$ cat src/rtl/serial_add_pkg.sv
// Shared types and constants for the bit-serial adder sequencer.
package serial_add_pkg;

    localparam int unsigned SA_WIDTH = 8;

    typedef enum logic [1:0] {
        S_IDLE = 2'd0,
        S_RUN  = 2'd1,
        S_DONE = 2'd2
    } sa_state_t;

endpackage : serial_add_pkg

$ cat src/rtl/serial_add_seq_fa_cell.sv
// One-bit full adder cell shared by the serial sequencer.
module fa_cell (
    input  logic ai,
    input  logic bi,
    input  logic ci,
    output logic so,
    output logic co
);

    assign so = ai ^ bi ^ ci;
    assign co = (ai & bi) | (ai & ci) | (bi & ci);

endmodule : fa_cell

$ cat src/rtl/serial_add_seq.sv
// Bit-serial adder: one full-adder cell, LSB first, valid/ready on both sides.
module serial_add_seq
    import serial_add_pkg::*;
#(
    parameter int unsigned WIDTH = SA_WIDTH
) (
    input  logic             clk,
    input  logic             rst,
    input  logic             start_valid,
    output logic             start_ready,
    input  logic [WIDTH-1:0] a_in,
    input  logic [WIDTH-1:0] b_in,
    input  logic             c_in,
    output logic [WIDTH-1:0] sum_out,
    output logic             c_out,
    output logic             done_valid,
    input  logic             done_ready
);

    localparam int unsigned CW = $clog2(WIDTH);
    localparam int unsigned SW = WIDTH - 1;
    localparam logic [CW-1:0] LAST = CW'(WIDTH - 1);

    sa_state_t        state;
    logic [CW-1:0]    cnt;
    logic [WIDTH-1:0] sh_a;
    logic [WIDTH-1:0] sh_b;
    logic [SW-1:0]    sh_s;
    logic             carry;
    logic             s;
    logic             co;

    fa_cell u_fa (
        .ai (sh_a[0]),
        .bi (sh_b[0]),
        .ci (carry),
        .so (s),
        .co (co)
    );

    // Control, datapath shift registers and registered handshake outputs.
    always_ff @(posedge clk) begin
        if (rst) begin
            state       <= S_IDLE;
            start_ready <= 1'b1;
            done_valid  <= 1'b0;
            sum_out     <= '0;
            c_out       <= 1'b0;
            cnt         <= '0;
            sh_a        <= '0;
            sh_b        <= '0;
            sh_s        <= '0;
            carry       <= 1'b0;
        end else begin
            case (state)
                S_IDLE: begin
                    if (start_valid && start_ready) begin
                        sh_a        <= a_in;
                        sh_b        <= b_in;
                        carry       <= c_in;
                        cnt         <= '0;
                        start_ready <= 1'b0;
                        state       <= S_RUN;
                    end
                end
                S_RUN: begin
                    sh_a  <= sh_a >> 1;
                    sh_b  <= sh_b >> 1;
                    sh_s  <= SW'({s, sh_s} >> 1);
                    carry <= co;
                    // Counter holds at LAST so it never wraps.
                    if (cnt == LAST) begin
                        sum_out    <= {s, sh_s};
                        c_out      <= co;
                        done_valid <= 1'b1;
                        state      <= S_DONE;
                    end else begin
                        cnt <= cnt + CW'(1);
                    end
                end
                S_DONE: begin
                    if (done_valid && done_ready) begin
                        done_valid  <= 1'b0;
                        start_ready <= 1'b1;
                        state       <= S_IDLE;
                    end
                end
                default: begin
                    state       <= S_IDLE;
                    start_ready <= 1'b1;
                    done_valid  <= 1'b0;
                end
            endcase
        end
    end

endmodule : serial_add_seq
$ cat config.mk
export PLATFORM = sky130hd
export DESIGN_NAME = serial_add_seq
export DESIGN_NICKNAME = d
export VERILOG_FILES = /design/src/rtl/serial_add_pkg.sv /design/src/rtl/serial_add_seq_fa_cell.sv /design/src/rtl/serial_add_seq.sv
export SDC_FILE = /design/constraint.sdc
export NUM_CORES = 1
export LEC_CHECK = 0
export CORE_MARGIN = 3
export CORE_UTILIZATION = 53
export CTS_BUF_LIST = sky130_fd_sc_hd__clkbuf_4 sky130_fd_sc_hd__clkbuf_8
export DETAILED_ROUTE_END_ITERATION = 8
export GPL_TIMING_DRIVEN = 0
export PLACE_DENSITY = 0.81
export SKIP_CTS_REPAIR_TIMING = 1
export SLEW_MARGIN = 20
export SYNTH_ARGS = -nofsm -noshare
export SYNTH_HDL_FRONTEND = slang
export SYNTH_HIERARCHICAL = 1
export SYNTH_SLANG_ARGS = --single-unit
$ cat constraint.sdc
create_clock -name clk -period 1.9 [get_ports clk]
set_input_delay 0.19 -clock clk [delete_from_list [all_inputs] [get_ports clk]]
set_output_delay 0.19 -clock clk [all_outputs]
set_load 0.1 [all_outputs]
==> flow_results.org, run 1 <==
** Timing
- The number of max-slew violations in the final report is 0.
- Setup Skew :: between 6 and 7 ps
- Based on the critical path, the design can be clocked at up to approximately 0.55 GHz.
- Remaining max-slew budget at the tightest pin :: between 30 and 40%
- Post-Route Hold Slack :: 421 ps
- Number of endpoints with negative hold slack in the final report :: 0
- Setup slack after layout :: 96.1 ps
- Period utilization :: 94.9%
- Summed over all failing endpoints, the final setup total negative slack is 0 ps.
- For the pin with the worst max-slew slack, the measured transition is a little under 1000 ps.
- The clock period could shrink to 1800 ps.
- Setup violations remaining at the end of the flow were counted as 0.
- Setup repair after global routing left no endpoint under its margin.

** Setup path
- The largest single stage delay on the critical path is roughly 800 ps.
- Reg-to-reg endpoint :: done_valid
- The number of cells on the worst reg-to-reg path is 6.
- Slowest library cell on the worst path :: dlymetal6s2s_1
- CP max FO :: 6
- Nature of the critical path startpoint :: register
- Origin of the worst setup path :: start_ready
- The number of buffers and inverters on the critical path is 1.
- Critical path endpoint category :: primary output
- Worst setup path class :: reg2out
- Crit path max-delay family :: buffers and inverters
- Ordered cell list for the critical path :: dlymetal6s2s_1
- Data on the critical path is required at its endpoint by around 1700 ps.
- In this run the register-to-register setup slack is roughly 300 ps.
- Worst path arrival time :: 1610 ps
- In this run the critical register-to-register path is launched from cnt[0].

** Min path
- The worst hold path terminates at sh_a[7].
- The worst hold path passes through 3 cells.
- Worst hold start :: a_in[7]
- The min-delay analysis places its worst path in the category in2reg.

** Cells and area
- Area delta synth->final :: 25.2%
- Most common library cell in the layout ignoring fill and taps :: dfxtp_1
- The sequential cells in the finished layout cover a total of 801 um^2.
- Multi-input logic area :: about 850 um^2
- Number of standard cells in the layout, taps in and fillers out :: 265
- The net count of the finished layout is approximately 250.
- In the layout the commonest cells are dfxtp_1 (40), nand2_1 (26), a21oi_1 (22).
- Proportion of layout cells with a drive suffix above 1 :: between 10 and 15%
- Antenna diode instance count :: 0
- Fill cells in the final layout number between 200 and 300.

** Synth
- Combined area of all synthesized cells :: approximately 1800 um^2
- Distinct cells, synth :: 34
- After synthesis the netlist holds a flip-flop and latch count of 40.
- Nets in the synthesized netlist :: between 200 and 250
- The synthesized design devotes to its leading area cell type 45.5% of total area.
- Syn Area/Cell :: approximately 9.6 um^2
- Sequential cells were found to cover a little under half of the synthesized design area.
- The Yosys step of the flow raised 6 warnings.
- Number of standard cells after synthesis :: approximately 180
- By area the synthesized netlist is led by dfxtp_1 (45%), mux2i_1 (8.5%), a21oi_1 (6.3%).
- The largest total area in the synthesized netlist belongs to dfxtp_1.

** Power and ir drop
- Standby leakage power :: around 1.1 nW
- Cell internal power was estimated by the tool at about 1.2 mW.
- In this run, the combinational gates consume around 20% of the power.
- Share of power burned in registers :: between 50 and 60%
- Worst vdd rail ir drop :: 0.623 mV
- Net switching is 28.7% of the power.
- Power density over the cells :: about 760 nW/um^2
- Switching component of the power :: slightly below 500 uW
- The share of total power dissipated in the clock network is 24.2%.

** Route
- The first detailed-routing pass took 4 iterations.
- Residual DRC count :: 0
- Average wire per cell in the routed design :: between 10 and 15 um
- In this run the remaining antenna-violating nets after routing total 0.
- In this run, the number of DRC markers left after iteration 0 of detailed routing was 56.
- For this block, the routed nets add up to between 3000 and 4000 um of wire.
- After detailed routing, the number of vias per cell comes to between 5 and 6.
- The routed layout has 1459 vias.

** CTS
- Clock input transition at the sequential cells of the worst setup and hold paths :: 110 ps
- The root buffer cell chosen for the clock tree is clkbuf_4.
- Clock tree synthesis inserted a total of 5 buffers.
- The clock net in this run drives a total of 40 sinks.
- The longest clock path from root to sink contains 2 buffers.
- TritonCTS built the clock tree.
- Clock latency on the worst-skew pair, taken at its later pin, is between 300 and 400 ps.
- Maximum level of the CTS H-tree :: 2

** Placed design
- Counting tap cells, the placed design contains a total of about 260 instances.
- Input/output buffers :: 31
- Detailed placement ended at an HPWL of 2770 um.
- OpenSTA, run right after detailed placement, puts the worst setup slack at about 67 ps.
- Routability congestion estimate from global placement :: between 0.7 and 0.8

** Floorplan
- Placeable core area :: a little over 3000 um^2
- Die footprint :: just over 4000 um^2
- In this run the core area contains 20 standard-cell rows.
- Initial core utilization :: between 50% and 60%
- Horizontal die dimension :: 63.6 um
- Measured along the y axis, the die boundary spans 63.6 um.
- Count of pins on the block boundary :: 32

** GRT
- Met2 demand-to-capacity share in global routing :: between 30 and 40%
- After global routing, the most crowded layer is met2.
- Number of global-route vias before repair :: about 1500
- Initial antenna violation count :: 0
- Largest net degree at the start of global routing :: 13
- For this run, global-route usage on met3 was measured as around 5.5%.
- The first global-routing pass estimated about 6600 um of wire.
- Met1 track demand over resource in global routing :: 23.6%
- GRT Overall Usage :: ~21%
- Remaining Overflow, GRT :: 0

** Outcome
- Result of the run :: completed

** Job
- Count of max-cap constraint violations :: 0
per-layer routing:
metal	share of wire, %	vias up
met5	0	-
met4	1.8	0
met3	4.2	7
met2	50	31
met1	44	684
li1	-	737
cell families after synthesis:
logic type / synth area share (%)
flops: 45.5
simple gates: 18.3
compound gates: 18.1
mux: 9.17
buf+inv: 6.33
fa+ha+maj: 2.56
cell usage after synthesis:
cell	n
dfxtp_1	40
buf_6	2
nand3b_1	1
buf_12	1
mux2_2	1
a2bb2oi_1	1
nand2_1	26
nor3_1	1
ha_1	2
a221oi_1	11
nand2b_1	1
a21oi_1	22
a221oi_2	4
a21oi_2	1
buf_2	7
nor2_2	1
nand2b_4	1
nor2_1	19
fa_1	1
nand3_1	9
o21bai_1	1
clkbuf_1	2
buf_1	1
nand3b_4	1
o21ai_0	2
buf_8	1
a22o_1	2
nor3b_1	1
buf_4	1
nor3_2	1
and4bb_2	1
nor2b_1	1
nor2b_4	1
mux2i_1	15
power groups by stage:
stage / Sequential [mW] / Combinational [mW] / Clock [mW]
after detailed placement: 0.945 / 0.342 / 0
after global routing: 0.933 / 0.379 / 0.457
after CTS: 0.926 / 0.344 / 0.419
after floorplan: 0.953 / 0.231 / 0
final: 0.926 / 0.343 / 0.405
after global placement: 0.941 / 0.332 / 0
worst max-delay path by stage:
stage	cells past startpoint	slack (ps)	to
final	1	100	start_ready
after global routing	1	40	start_ready
after CTS	1	-330	start_ready
after detailed placement	1	70	start_ready
after global placement	1	80	start_ready
after floorplan	3	20	cnt[0]
layout make-up:
class                           count  share of cell area [%]
Buffer                             15                    5.05
Clock buffer                        5                    1.70
Clock inverter                      2                   0.568
Multi-Input combinational cell    128                    38.5
Sequential cell                    40                    36.3
Tap cell                           44                    2.50
Timing Repair Buffer               31                    15.3
stage by stage:
stage | power (mW) | cell area (um^2) | util (%)
2_1_floorplan | 1.18 | 1760 | -
3_3_place_gp | 1.27 | 2130 | 68.5
3_5_place_dp | 1.29 | 2130 | 68.5
4_1_cts | 1.69 | 2180 | 70.1
5_1_grt | 1.77 | 2200 | 71.0
6_report | 1.67 | 2200 | 71.0
sequential cells by signal (all words and copies together) (netlist names):
| name | flops |
|---|---|
| sh_a | 8 |
| sh_s | 7 |
| done_valid | 1 |
| start_ready | 1 |
| c_out | 1 |
| sum_out | 8 |
| sh_b | 8 |
| carry | 1 |
| state | 2 |
| cnt | 3 |
Note: power is estimated with default switching activity, not from simulation.
==> run 2, diff against run 1 <==
--- a/config.mk
+++ b/config.mk
@@ -9,7 +9,7 @@
 export CORE_UTILIZATION = 53
 export CTS_BUF_LIST = sky130_fd_sc_hd__clkbuf_4 sky130_fd_sc_hd__clkbuf_8
 export DETAILED_ROUTE_END_ITERATION = 8
-export GPL_TIMING_DRIVEN = 0
+export GPL_TIMING_DRIVEN = 1
 export PLACE_DENSITY = 0.81
 export SKIP_CTS_REPAIR_TIMING = 1
 export SLEW_MARGIN = 20
==> flow_results.org, run 2 (synthesis results as in run 1) <==
** GRT
- First-pass GRT wire length :: 5970 um
- GRT Overall Usage :: 18.4%
- The number of global-route vias before repair was 1356.
- The number of antenna violations at the first check in global routing is 0.
- Entering global routing, the biggest net connects 24 pins.
- For this run the aggregate overflow at the end of global routing stands at 0.

** Power and ir drop
- Power density over the cells :: ~800 nW/um^2
- The share of total power dissipated in combinational logic is a little under a fifth.
- Registers are responsible for about 57% of the overall power.
- Switching component of the power :: about 450 uW
- Internal power comes to approximately 1.2 mW.
- Standby leakage power :: 0.849 nW
- Sw frac :: between 20 and 30%
- Worst vdd rail ir drop :: just under 0.5 mV
- Portion of total power attributed to the clock network :: between 20% and 30%

** Setup path
- CP max FO :: 17
- Ordered cell list for the critical path :: nor2b_4 > buf_4 > nand3_1 > a21oi_1
- Nature of the critical path startpoint :: register
- Worst path arrival time :: 1820 ps
- The worst register-to-register path has a setup slack of between 300 and 400 ps.
- In this design, the stage delay of the slowest critical-path cell is 570 ps.
- Worst Reg2Reg Path Length in Cells :: 4
- The worst register-to-register path ends at sum_out[2].
- Data required time of the worst path :: 2170 ps
- The worst setup path is captured at a register.
- The critical path in this run is classified as reg2reg.
- In this run the critical register-to-register path is launched from state[0].
- For this design, the slowest cell found on the critical path is dfxtp_1.

** CTS
- Clk sinks :: 40
- Clock tree synthesis inserted a total of 5 buffers.
- Clock input transition at the sequential cells of the worst setup and hold paths :: ~110 ps
- Clock Path Buffers :: 2
- Maximum level of the CTS H-tree :: 2
- CTS tree :: done
- Clk_lat worst skew :: ~330 ps
- Root Driver :: clkbuf_4

** Min path
- Worst hold start :: b_in[7]
- The worst hold path was traced through 3 stages.
- Hold Crit Endpoint :: sh_b[7]
- In this run the worst hold path is classified as in2reg.

** Placed design
- Placed cell count :: 249
- Post-DP HPWL :: about 2500 um
- The congestion estimate from routability-driven global placement came to between 0.7 and 0.8.
- DP Worst Slack :: about 140 ps
- During placement, the flow inserted port buffers numbering 31.

** Cells and area
- Multi-input logic area :: ~850 um^2
- The filler cells instantiated in the layout total between 200 and 300.
- The repair_antennas step left the layout with diodes totalling 0.
- Most common library cell in the layout ignoring fill and taps :: dfxtp_1
- Number of nets in the layout :: roughly 240
- Once layout is complete, the cells apart from fillers number about 260.
- Largest registers in the final layout :: sh_a x8, sh_b x8, sum_out x8
- Commonest non-fill, non-tap cells in the layout :: dfxtp_1 (40), nand2_1 (26), a21oi_1 (22)
- The post-route netlist has between 15 and 20% of its cells at a drive strength greater than 1.
- Area delta synth->final :: 18.3%
- Total area of sequential cells :: around 800 um^2

** Timing
- For the pin with the worst max-slew slack, the measured transition is about 640 ps.
- Based on the critical path, the design can be clocked at up to around 0.64 GHz.
- Remaining max-slew budget at the tightest pin :: about 58%
- Across the routed clock network, the largest skew measured is a little under 10 ps.
- After routing, the total negative slack on setup checks comes to 0 ps.
- The number of max-slew violations in the final report was 0.
- Final critical path time including I/O delays and setup :: 1560 ps
- Setup slack on the critical path of the routed design comes to 344 ps.
- Final setup violation count :: 0
- Number of endpoints with negative hold slack in the final report :: 0
- The final critical path takes up 81.9% of the cycle.
- Setup repair after global routing left no endpoint under its margin.

** Route
- Residual DRC count :: 0
- Wire length after detailed routing :: between 3000 and 4000 um
- Via count :: 1412
- Antenna viol nets, final :: 0
- Vias per cell :: between 5 and 6
- Number of DRC markers in iteration 0 :: between 80 and 90
- Average wire per cell in the routed design :: approximately 14 um
- Before antenna repair, the detailed router went through 4 iterations.

** Floorplan
- Initial core utilization :: 56.7%
- Die footprint :: 4050 um^2
- From bottom edge to top edge, the die measures 63.6 um.
- Horizontal die dimension :: between 60 and 70 um
- Count of pins on the block boundary :: 32
- Number of standard-cell rows in the floorplan :: 20
- In this run the standard cell core region covers ~3100 um^2.

** Job
- The tool flagged a number of max-cap violations equal to 0.

** Outcome
- Result of the run :: completed
[run 2: final cells by class]
cell class | instances | share of cell area, %
sequential | 40 | 38.5
clock inverter | 1 | 0.240
timing repair buffer | 37 | 15.7
tap | 44 | 2.64
clock buffer | 6 | 2.16
multi-input combinational | 128 | 40.7
[run 2: power groups by stage]
stage,combinational [mW],clock (mW),sequential [mW]
final,0.302,0.401,0.931
after global routing,0.337,0.452,0.939
after global placement,0.293,0,0.946
after CTS,0.304,0.416,0.931
after floorplan,0.231,0,0.953
after detailed placement,0.303,0,0.950
[run 2: worst max-delay path by stage]
stage / slack (ps) / startpoint / endpoint / cells past startpoint
after floorplan: 20 / start_ready / cnt[0] / 3
after global placement: 170 / start_valid / sh_a[5] / 4
after detailed placement: 140 / start_valid / sh_b[6] / 4
after CTS: 340 / state[0] / sum_out[2] / 4
after global routing: 220 / state[0] / sh_a[5] / 3
final: 340 / state[0] / sum_out[2] / 4
[run 2: per-stage QoR]
step | power [mW] | utilization [%] | instance area, um^2 | hold slack (ps)
final | 1.63 | 67.1 | 2080 | 445
after global routing | 1.73 | 67.1 | 2080 | 461
after CTS | 1.65 | 67.1 | 2080 | 423
after detailed placement | 1.25 | 65.5 | 2030 | 447
after global placement | 1.24 | 65.5 | 2030 | 445
after floorplan | 1.18 | - | 1760 | 330
[run 2: worst max-delay path, delay by kind of cell, from the launching register on]
| kind | cells | cell delay [ps] |
|---|---|---|
| DFF | 1 | 570 |
| and+or+nand+nor | 2 | 550 |
| buffers and inverters | 1 | 240 |
| AOI/OAI and AO/OA | 1 | 140 |
[run 2: layer usage]
| layer | vias up | part of all wire (%) | global-route usage, % |
|---|---|---|---|
| li1 | 712 | - | - |
| met1 | 656 | 44 | 21.5 |
| met2 | 40 | 49 | 31.4 |
| met3 | 4 | 5.2 | 5.53 |
| met4 | 0 | 1.1 | 6.74 |
| met5 | - | 0 | 0 |
==> run 3, diff against run 2 <==
==> constraint.sdc (replaced) <==
create_clock -name clk -period 1.5 [get_ports clk]
set_input_delay 0.15 -clock clk [delete_from_list [all_inputs] [get_ports clk]]
set_output_delay 0.15 -clock clk [all_outputs]
set_load 0.1 [all_outputs]
==> flow_results.org, run 3 (synthesis results as in run 1) <==
** Timing
- Setup total negative slack on the finished layout was measured at 0 ps.
- Period utilization :: between 90% and 100%
- Post-Route Hold Slack :: between 300 and 400 ps
- The final number of hold-violating endpoints is 0.
- Highest clock rate :: slightly below 0.7 GHz
- The worst pin sits at a relative slew slack of approximately 73%.
- The number of max-slew violations in the final report was 0.
- Final setup violation count :: 0
- Clock skew on the completed layout was measured at approximately 6.4 ps.
- The clock period could shrink to 1470 ps.
- Transition at the pin with the smallest max-transition slack :: between 400 and 500 ps

** Cells and area
- Largest registers in the final layout :: sh_a x8, sh_b x8, sum_out x8
- Final core utilization :: approximately three quarters
- Most common library cell in the layout ignoring fill and taps :: dfxtp_1
- The finished layout holds between 200 and 300 standard cells, fillers aside.
- In the layout the commonest cells are dfxtp_1 (39), nand2_1 (26), a21oi_1 (20), clkdlybuf4s50_1 (20), nor2_1 (19).
- Area delta synth->final :: 30.7%
- The post-route netlist has between 20% and 30% of its cells at a drive strength greater than 1.
- Number of nets in the layout :: between 200 and 250
- The repair_antennas step left the layout with diodes totalling 0.

** GRT
- The total overflow left after global routing is 0.
- The first global-routing pass estimated about 6300 um of wire.
- Initial antenna violation count :: 0
- Number of global-route vias before repair :: about 1400
- GRT Overall Usage :: approximately 20%
- Entering global routing, the biggest net connects 32 pins.

** CTS
- Maximum level of the CTS H-tree :: 2
- Counting along the longest clock path gives a buffer depth of 2.
- At the later pin of the worst-skew pair, clock insertion delay measures 340 ps.
- The number of clock buffers added by TritonCTS is 5.
- CTS tree :: done
- The cell sitting at the root of the clock tree is a clkbuf_4.
- Clock tree synthesis found a total of 40 sinks.
- Clock input transition at the sequential cells of the worst setup and hold paths :: approximately 110 ps

** Min path
- Number of stages on the worst hold path :: 3
- The path class of the tightest hold or removal check is in2reg.

** Setup path
- STA puts the critical path data required time at between 1500 and 2000 ps.
- The critical path in this run is classified as reg2reg.
- Traced cell by cell, the critical path runs through ha_1 > ha_2 > nor3b_2 > nor3_2 > mux2_2.
- Counting cells, the worst reg-to-reg path comes to 5.
- CP max FO :: 3
- Slowest library cell on the worst path :: dfxtp_1
- STA classifies the critical path startpoint as a register.
- On the worst path, the slowest cell contributes a delay of between 300 and 400 ps.
- Worst path arrival time :: approximately 1700 ps
- The worst setup path is captured at a register.

** Power and ir drop
- Switching component of the power :: slightly above 600 uW
- Worst vdd rail ir drop :: about 0.66 mV
- Portion of total power attributed to the clock network :: around a quarter
- Share of power burned in registers :: 55.9%
- The internal portion of the total power is roughly 1.5 mW.
- For this design the static power due to leakage is around 0.91 nW.
- Sw frac :: 29.0%
- Of the total power, combinational logic draws between 10% and 20%.
- In this run the power density over the cells is 918 nW/um^2.

** Route
- After detailed routing, the number of vias per cell comes to 5.66.
- Detailed-routing iteration count for the pre-antenna-repair pass :: 4
- After detailed routing, the number of remaining DRC violations is 0.
- After detailed routing, the total wire length is between 3000 and 4000 um.
- Via count :: 1477
- Antenna viol nets, final :: 0
- In the final routed layout, each cell accounts on average for roughly 15 um.
- Number of DRC markers in iteration 0 :: 92

** Floorplan
- Die footprint :: roughly 4000 um^2
- The initial utilization of the core area, before any placement, comes to a little under three fifths.
- Die H :: 63.6 um
- In this run the count of I/O pins placed on the die edge is 32.
- The floorplan has 20 rows.
- The die is 63.6 um wide.
- Placeable core area :: 3100 um^2

** Placed design
- The number of placed instances, taps included, is 251.
- During placement, the flow inserted port buffers numbering 31.
- Routability-driven placement finished with a final weighted congestion of 0.782.
- Post-DP HPWL :: approximately 2500 um

** Job
- Count of max-cap constraint violations :: 0

** Outcome
- The flow ran to the end, and the final reports show no timing, DRC or antenna violations.
## run 3: cell types whose count changed in the layout (fill, tap and decap cells not counted), sizes merged
cell      delta
nand2b       +1
clkbuf       -1
buf          +4
clkinvlp     +1
## run 3: area by class of cell
type | instances | area (um^2)
Tap cell | 44 | 55.1
Clock buffer | 5 | 37.5
Multi-Input combinational cell | 129 | 882
Timing Repair Buffer | 41 | 512
Clock inverter | 2 | 12.5
Sequential cell | 40 | 802
Fill cell | 237 | 802
## run 3: final timing paths
check	startpoint	end	slack (ps)
min	b_in[7]	sh_b[7]	380
min reg2reg	sh_s[4]	sh_s[3]	490
max reg2reg	cnt[0]	cnt[0]	30
max	cnt[0]	cnt[0]	30
## run 3: per-layer routing
metal  up-vias  part of all wire (%)  track usage [%]
li1        717                     -                -
met5         -                     0                0
met1       702                    42             23.2
met4         0                   2.0             9.16
met2        49                    50             31.8
met3         9                   6.9             6.06
## run 3: stage by stage
stage	setup slack, ps	instance area [um^2]	total power, mW
final	25.2	2300	2.11
after global routing	-63.4	2300	2.22
after CTS	-85.3	2250	2.10
after detailed placement	-199	2200	1.61
after global placement	-97.9	2200	1.59
after floorplan	13.9	1760	1.50
## run 3: power by group through the flow
stage          Combinational (mW)  Sequential [mW]  Clock [mW]
6_report                    0.419             1.18       0.513
3_3_place_gp                0.388             1.20           0
3_5_place_dp                0.406             1.20           0
2_1_floorplan               0.293             1.21           0
4_1_cts                     0.409             1.18       0.512
5_1_grt                     0.461             1.19       0.565
## run 3: critical path: cells and delay by family, from the launching register on
family	cells	cell delay (ps)
adder cells (fa/ha/maj)	2	400
AND/OR/NAND/NOR	2	370
flip-flops	1	340
multiplexers	1	280
